`src/rtl/lsu_bus_if.sv`:
```
// Request/acknowledge data-memory bus between the LSU adapter and memory.
// master drives the request side; slave returns ack and read data.
interface lsu_bus_if #(
  parameter int ADDR_W = 32
);
  logic              bus_req;
  logic              bus_we;
  logic [ADDR_W-1:0] bus_addr;
  logic [3:0]        bus_be;
  logic [31:0]       bus_wdata;
  logic              bus_ack;
  logic [31:0]       bus_rdata;

  modport master (
    output bus_req,
    output bus_we,
    output bus_addr,
    output bus_be,
    output bus_wdata,
    input  bus_ack,
    input  bus_rdata
  );

  modport slave (
    input  bus_req,
    input  bus_we,
    input  bus_addr,
    input  bus_be,
    input  bus_wdata,
    output bus_ack,
    output bus_rdata
  );
endinterface

```
`src/rtl/lsu_bus_adapter.sv`:
```
// LSU to req/ack bus adapter: one aligned, byte-enabled transfer per access.
// Define LSU_TIMEOUT_EN to bound the bus wait to TIMEOUT_CYCLES.
module lsu_bus_adapter #(
  parameter int ADDR_W         = 32,
  parameter int TIMEOUT_CYCLES = 16
) (
  input  logic              clk,
  input  logic              rst,
  input  logic              rd_en,
  input  logic              wr_en,
  input  logic [2:0]        mem_mode,
  input  logic [ADDR_W-1:0] addr,
  input  logic [31:0]       wdata,
  output logic [31:0]       rdata,
  output logic              stall,
  output logic              access_fault,
  lsu_bus_if.master         bus
);

  typedef enum logic [1:0] {
    IDLE,
    REQ,
    DONE
  } state_t;

  state_t      state;
  logic        access;
  logic        is_byte;
  logic        is_half;
  logic        is_word;
  logic        illegal;
  logic        misal;
  logic        legal;
  logic        fault_now;
  logic        tmo_fault;
  logic [3:0]  be;
  logic [31:0] wrep;
  logic [31:0] rdata_q;
  logic [31:0] ld_val;
  logic [2:0]  mode_q;
  logic [1:0]  lane_q;
  logic [7:0]  ld_b;
  logic [15:0] ld_h;

`ifdef LSU_TIMEOUT_EN
  localparam int CNT_W = $clog2(TIMEOUT_CYCLES + 1);
  logic [CNT_W-1:0] wait_cnt;
  logic             tmo_q;
  assign tmo_fault = tmo_q;
`else
  localparam int tmo_unused = TIMEOUT_CYCLES;
  assign tmo_fault = 1'b0;
`endif

  always_comb begin
    access  = rd_en | wr_en;
    is_byte = (mem_mode == 3'b000) | (mem_mode == 3'b011);
    is_half = (mem_mode == 3'b001) | (mem_mode == 3'b100);
    is_word = (mem_mode == 3'b010);
    illegal = wr_en ? (mem_mode > 3'b010) : (mem_mode > 3'b100);
    misal   = (is_half & addr[0]) |
              (is_word & (addr[1:0] != 2'b00));
    legal   = access & ~illegal & ~misal;
    fault_now = (state == IDLE) & access & ~legal;
    be   = 4'b1111;
    wrep = wdata;
    unique case (1'b1)
      is_byte: begin
        be   = 4'b0001 << addr[1:0];
        wrep = {4{wdata[7:0]}};
      end
      is_half: begin
        be   = addr[1] ? 4'b1100 : 4'b0011;
        wrep = {2{wdata[15:0]}};
      end
      default: ;
    endcase
  end

  // Lane select uses the address latched at request time.
  always_comb begin
    ld_b = bus.bus_rdata[{lane_q, 3'b000} +: 8];
    ld_h = lane_q[1] ? bus.bus_rdata[31:16] : bus.bus_rdata[15:0];
    unique case (mode_q)
      3'b000:  ld_val = {{24{ld_b[7]}}, ld_b};
      3'b001:  ld_val = {{16{ld_h[15]}}, ld_h};
      3'b011:  ld_val = {24'h0, ld_b};
      3'b100:  ld_val = {16'h0, ld_h};
      default: ld_val = bus.bus_rdata;
    endcase
  end

  assign stall        = ((state == IDLE) & legal) | (state == REQ);
  assign access_fault = fault_now | tmo_fault;
  assign rdata        = fault_now ? 32'h0 : rdata_q;

  always_ff @(posedge clk) begin
    if (rst) begin
      state         <= IDLE;
      bus.bus_req   <= 1'b0;
      bus.bus_we    <= 1'b0;
      bus.bus_addr  <= '0;
      bus.bus_be    <= 4'b0000;
      bus.bus_wdata <= 32'h0;
      rdata_q       <= 32'h0;
      mode_q        <= 3'b000;
      lane_q        <= 2'b00;
`ifdef LSU_TIMEOUT_EN
      wait_cnt      <= '0;
      tmo_q         <= 1'b0;
`endif
    end else begin
      unique case (state)
        IDLE: begin
          if (legal) begin
            state         <= REQ;
            bus.bus_req   <= 1'b1;
            bus.bus_we    <= wr_en;
            bus.bus_addr  <= {addr[ADDR_W-1:2], 2'b00};
            bus.bus_be    <= be;
            bus.bus_wdata <= wrep;
            mode_q        <= mem_mode;
            lane_q        <= addr[1:0];
`ifdef LSU_TIMEOUT_EN
            wait_cnt      <= '0;
`endif
          end
        end
        REQ: begin
          if (bus.bus_ack) begin
            state       <= DONE;
            bus.bus_req <= 1'b0;
            if (!bus.bus_we) rdata_q <= ld_val;
          end
`ifdef LSU_TIMEOUT_EN
          else if (wait_cnt == CNT_W'(TIMEOUT_CYCLES - 1)) begin
            state       <= DONE;
            bus.bus_req <= 1'b0;
            rdata_q     <= 32'h0;
            tmo_q       <= 1'b1;
          end else begin
            wait_cnt <= wait_cnt + 1'b1;
          end
`endif
        end
        default: begin
          state <= IDLE;
`ifdef LSU_TIMEOUT_EN
          tmo_q <= 1'b0;
`endif
        end
      endcase
    end
  end

endmodule
```
`src/flat_wrapper.sv`:
```
// flat-port wrapper written by rule: the top's interface ports become plain ports
module lsu_bus_adapter_flat 
#(
  parameter int ADDR_W         = 32,
  parameter int TIMEOUT_CYCLES = 16
)
  (clk, rst, rd_en, wr_en, mem_mode, addr, wdata, rdata, stall, access_fault, bus_bus_req, bus_bus_we, bus_bus_addr, bus_bus_be, bus_bus_wdata, bus_bus_ack, bus_bus_rdata);
  lsu_bus_if #(.ADDR_W(ADDR_W)) bus_i ();
  input  logic clk;
  input  logic rst;
  input  logic rd_en;
  input  logic wr_en;
  input  logic [2:0] mem_mode;
  input  logic [ADDR_W-1:0] addr;
  input  logic [31:0] wdata;
  output logic [31:0] rdata;
  output logic stall;
  output logic access_fault;
  output wire logic [$bits(bus_i.bus_req)-1:0] bus_bus_req;
  output wire logic [$bits(bus_i.bus_we)-1:0] bus_bus_we;
  output wire logic [$bits(bus_i.bus_addr)-1:0] bus_bus_addr;
  output wire logic [$bits(bus_i.bus_be)-1:0] bus_bus_be;
  output wire logic [$bits(bus_i.bus_wdata)-1:0] bus_bus_wdata;
  input wire logic [$bits(bus_i.bus_ack)-1:0] bus_bus_ack;
  input wire logic [$bits(bus_i.bus_rdata)-1:0] bus_bus_rdata;
  assign bus_bus_req = bus_i.bus_req;
  assign bus_bus_we = bus_i.bus_we;
  assign bus_bus_addr = bus_i.bus_addr;
  assign bus_bus_be = bus_i.bus_be;
  assign bus_bus_wdata = bus_i.bus_wdata;
  assign bus_i.bus_ack = bus_bus_ack;
  assign bus_i.bus_rdata = bus_bus_rdata;
  lsu_bus_adapter #(.ADDR_W(ADDR_W), .TIMEOUT_CYCLES(TIMEOUT_CYCLES)) u_core (.clk(clk), .rst(rst), .rd_en(rd_en), .wr_en(wr_en), .mem_mode(mem_mode), .addr(addr), .wdata(wdata), .rdata(rdata), .stall(stall), .access_fault(access_fault), .bus(bus_i));
endmodule
```
`config.mk`:
```
export PLATFORM = sky130hd
export DESIGN_NAME = lsu_bus_adapter_flat
export DESIGN_NICKNAME = d
export VERILOG_FILES = /design/src/rtl/lsu_bus_if.sv /design/src/rtl/lsu_bus_adapter.sv /design/src/flat_wrapper.sv
export SDC_FILE = /design/constraint.sdc
export NUM_CORES = 1
export LEC_CHECK = 0
export ABC_AREA = 1
export ABC_CLOCK_PERIOD_IN_PS = 2900
export BUFFER_PORTS_ARGS = -buffer_cell sky130_fd_sc_hd__buf_2
export CORE_ASPECT_RATIO = 2
export CORE_MARGIN = 1
export CORE_UTILIZATION = 30
export CTS_CLUSTER_SIZE = 16
export DETAILED_ROUTE_END_ITERATION = 16
export GPL_ROUTABILITY_DRIVEN = 1
export HOLD_SLACK_MARGIN = 0.02
export PLACE_DENSITY = 0.57
export SLEW_MARGIN = 20
export SYNTH_ARGS = -nofsm -noshare
export SYNTH_HDL_FRONTEND = slang
export SYNTH_SLANG_ARGS = --single-unit
```
`constraint.sdc`:
```
create_clock -name clk -period 2.9 [get_ports clk]
set_input_delay 0.29 -clock clk [delete_from_list [all_inputs] [get_ports clk]]
set_output_delay 0.29 -clock clk [all_outputs]
set_load 0.03 [all_outputs]
```
==> impl_metrics.toml <==
[pwr]
vdd_drop_max_uv = 247
p_seq_frac = 0.415
swShare = 0.365
p_clk_frac = 0.290
switching_power_mw = 1.45
cellInternalPower_mw = 2.52
total_power_mw = 3.97
comb_power_share = 0.295
power_leakage_nw = 4.07
cellPowerDensity_nw_per_um2 = 537

[floorplan]
rows = 72
fp.dieH_um = 202
io_pins = 208
initial_core_util = 0.307
dieWidth_um = 102
core_area_um2 = 19500
die-area_um2 = 20500

[detailed_routing]
via_count = 6400
drc = 0
drtIter0Drc = 265
antenna_left = 0
wl_mm = 19.4
wl_per_cell_um = 13.7
viasPerCell = 4.53
dr.pass1.iters = 4

[worst_hold_path]
hold_path_startpoint = "bus_bus_ack"
hp-class = "input pin to flop"
whs_path_depth = 3

[global_routing]
grt_usage = 0.191
grt_pass1_wl_mm = 30.1
antenna_found_initial = 0
overflow = 0
grt_pass1_vias = 5992
grt_max_degree = 103

[critical_path]
path_max_fanout = 33
end_kind = "output pin"
r2r-start = "u_core.lane_q[1]"
start_kind = "input pin"
arrival_ns = 1.93
critical_path_class = "input pin to output pin"
rr_worst_depth = 7
crit_required_ns = 2.61
crit_path_start = "mem_mode[1]"

[cts]
holdBufCountCts = 0
cts_buffer_depth = 2
cts_setup_buffers = 0
numCtsBuffers = 9
cts_resized = 0
clk_pin_slew_ns = 0.07
clock-sinks = 107
cts_tree = "done"
clockRootBuffer = "clkbuf_16"
htreeDepth = 3
worst_skew_pair.late_latency_ns = 0.36

[timing]
finalClockSkew_ns = 0.0113
rsz0062_at_grt = "false"
finalSetupTns_ns = 0
period_share = 0.767
finalSetupViolCount = 0
slew_headroom = 0.372
fin_ws_ns = 0.677
hold_violations = 0
tightest_slew_ns = 0.942
slew_violations = 0
min_period_ns = 2.22
fmax_mhz = 450

[yosys]
yosysSeqAreaShare = 0.358
avgSynthCellArea_um2 = 6.04
synthesis.area_um2 = 5980
yosys.area.top_type_share = 0.358
synth_edf_count = 0
ys_seq_elements = 107
netlist-cell-type-count = 23
synth.most_common_cell = "nand2_1"
synth_area_leaders = "dfxtp_1, nand2_1, nor2_1"
synth_async_sr_flop_share = 0
yosys_warnings = 0
synth-main-ff-cell = "dfxtp_1"
synthTopCellsByCount = "nand2_1, nor2_1, inv_1, dfxtp_1, a21oi_1"
synth_largest_area_cell = "dfxtp_1"
synth_cells = 990

[status]
status = "finished, final reports clean"

[layout]
nets = 1255
register_area_um2 = 2140
multi_input_area_um2 = 3070
antenna_cells = 0
synthToLayoutAreaGrowth_pct = 23.5
nFillCells = 2287
drive_above_1_share = 0.209
finalNonFillerCells = 1413
stdcell_area_um2 = 7390

[placement]
dp.cells = 1399
gp_congestion = 0.825
io_buffers = 205
place_ws_ns = 0.666
placed_area_um2 = 7140
dpl.hpwl_mm = 14.3

[flow_run]
max-cap-violations = 0
[registers in the layout, summed over array words and instances, names as in the netlist]
| name | flops |
|---|---|
| u_core.bus.bus_req | 1 |
| u_core.rdata_q | 32 |
| u_core.bus.bus_wdata | 32 |
| u_core.lane_q | 2 |
| u_core.state | 2 |
| u_core.bus.bus_be | 4 |
| u_core.bus.bus_addr | 30 |
| u_core.mode_q | 3 |
| u_core.bus.bus_we | 1 |
[critical path, stage by stage]
cell and delay (ns):
buf_2 0.10, inv_1 0.08, nor2_4 0.40, nand3_1 0.12, nand3_1 0.15, nor2_4 0.08
nor2_2 0.07, buf_4 0.33, nor2_1 0.08, buf_2 0.19
[area by class of cell]
cell class / count / area share
clock buffers: 9 / 0.0305
well taps: 259 / 0.0438
flip-flops and latches: 107 / 0.290
repair buffers: 214 / 0.151
multi-input cells: 691 / 0.415
clock inverters: 5 / 0.00423
inverters: 128 / 0.0650
[routing by layer]
| metal | track usage | share of wire |
|---|---|---|
| met5 | 0 | 0 |
| met4 | 0.0832 | 0.029 |
| met3 | 0.0261 | 0.036 |
| met2 | 0.375 | 0.56 |
| met1 | 0.192 | 0.38 |
[power by group through the flow]
stage | Combinational [mW] | Sequential (mW) | Clock [mW]
2_1_floorplan | 0.673 | 1.84 | 0
3_5_place_dp | 1.19 | 1.68 | 0
5_1_grt | 1.31 | 1.66 | 1.24
4_1_cts | 1.19 | 1.65 | 1.20
6_report | 1.17 | 1.65 | 1.15
3_3_place_gp | 1.18 | 1.68 | 0
[path summary, 6_finish.rpt]
path / end / slack, ns
max reg2reg: u_core.rdata_q[28] / 0.74
min: u_core.state[0] / 0.22
min reg2reg: u_core.bus.bus_req / 0.47
max: rdata[11] / 0.68
[through the flow]
| step | hold slack, ns | utilization |
|---|---|---|
| floorplan | 0.471 | - |
| global placement | 0.454 | 0.367 |
| detailed placement | 0.456 | 0.367 |
| CTS | 0.203 | 0.380 |
| global route | 0.249 | 0.380 |
| finish | 0.225 | 0.380 |
[cell usage in the layout (no fill, tap or decap), types with 4 or more instances in the layout]
| cell type | n |
|---|---|
| nor2_1 | 153 |
| nand3_1 | 45 |
| nand2_1 | 274 |
| nand3b_1 | 47 |
| dfxtp_1 | 107 |
| clkbuf_16 | 9 |
| inv_2 | 4 |
| o21ai_1 | 13 |
| buf_4 | 7 |
| a21oi_1 | 94 |
| o21ai_0 | 53 |
| buf_2 | 205 |
| inv_1 | 122 |
[kinds of logic after synthesis]
group / synth area share
DFF: 0.358
and+or+nand+nor: 0.377
AOI/OAI and AO/OA: 0.134
other: 0.000627
buffers and inverters: 0.131
Note: power is estimated with default switching activity, not from simulation.
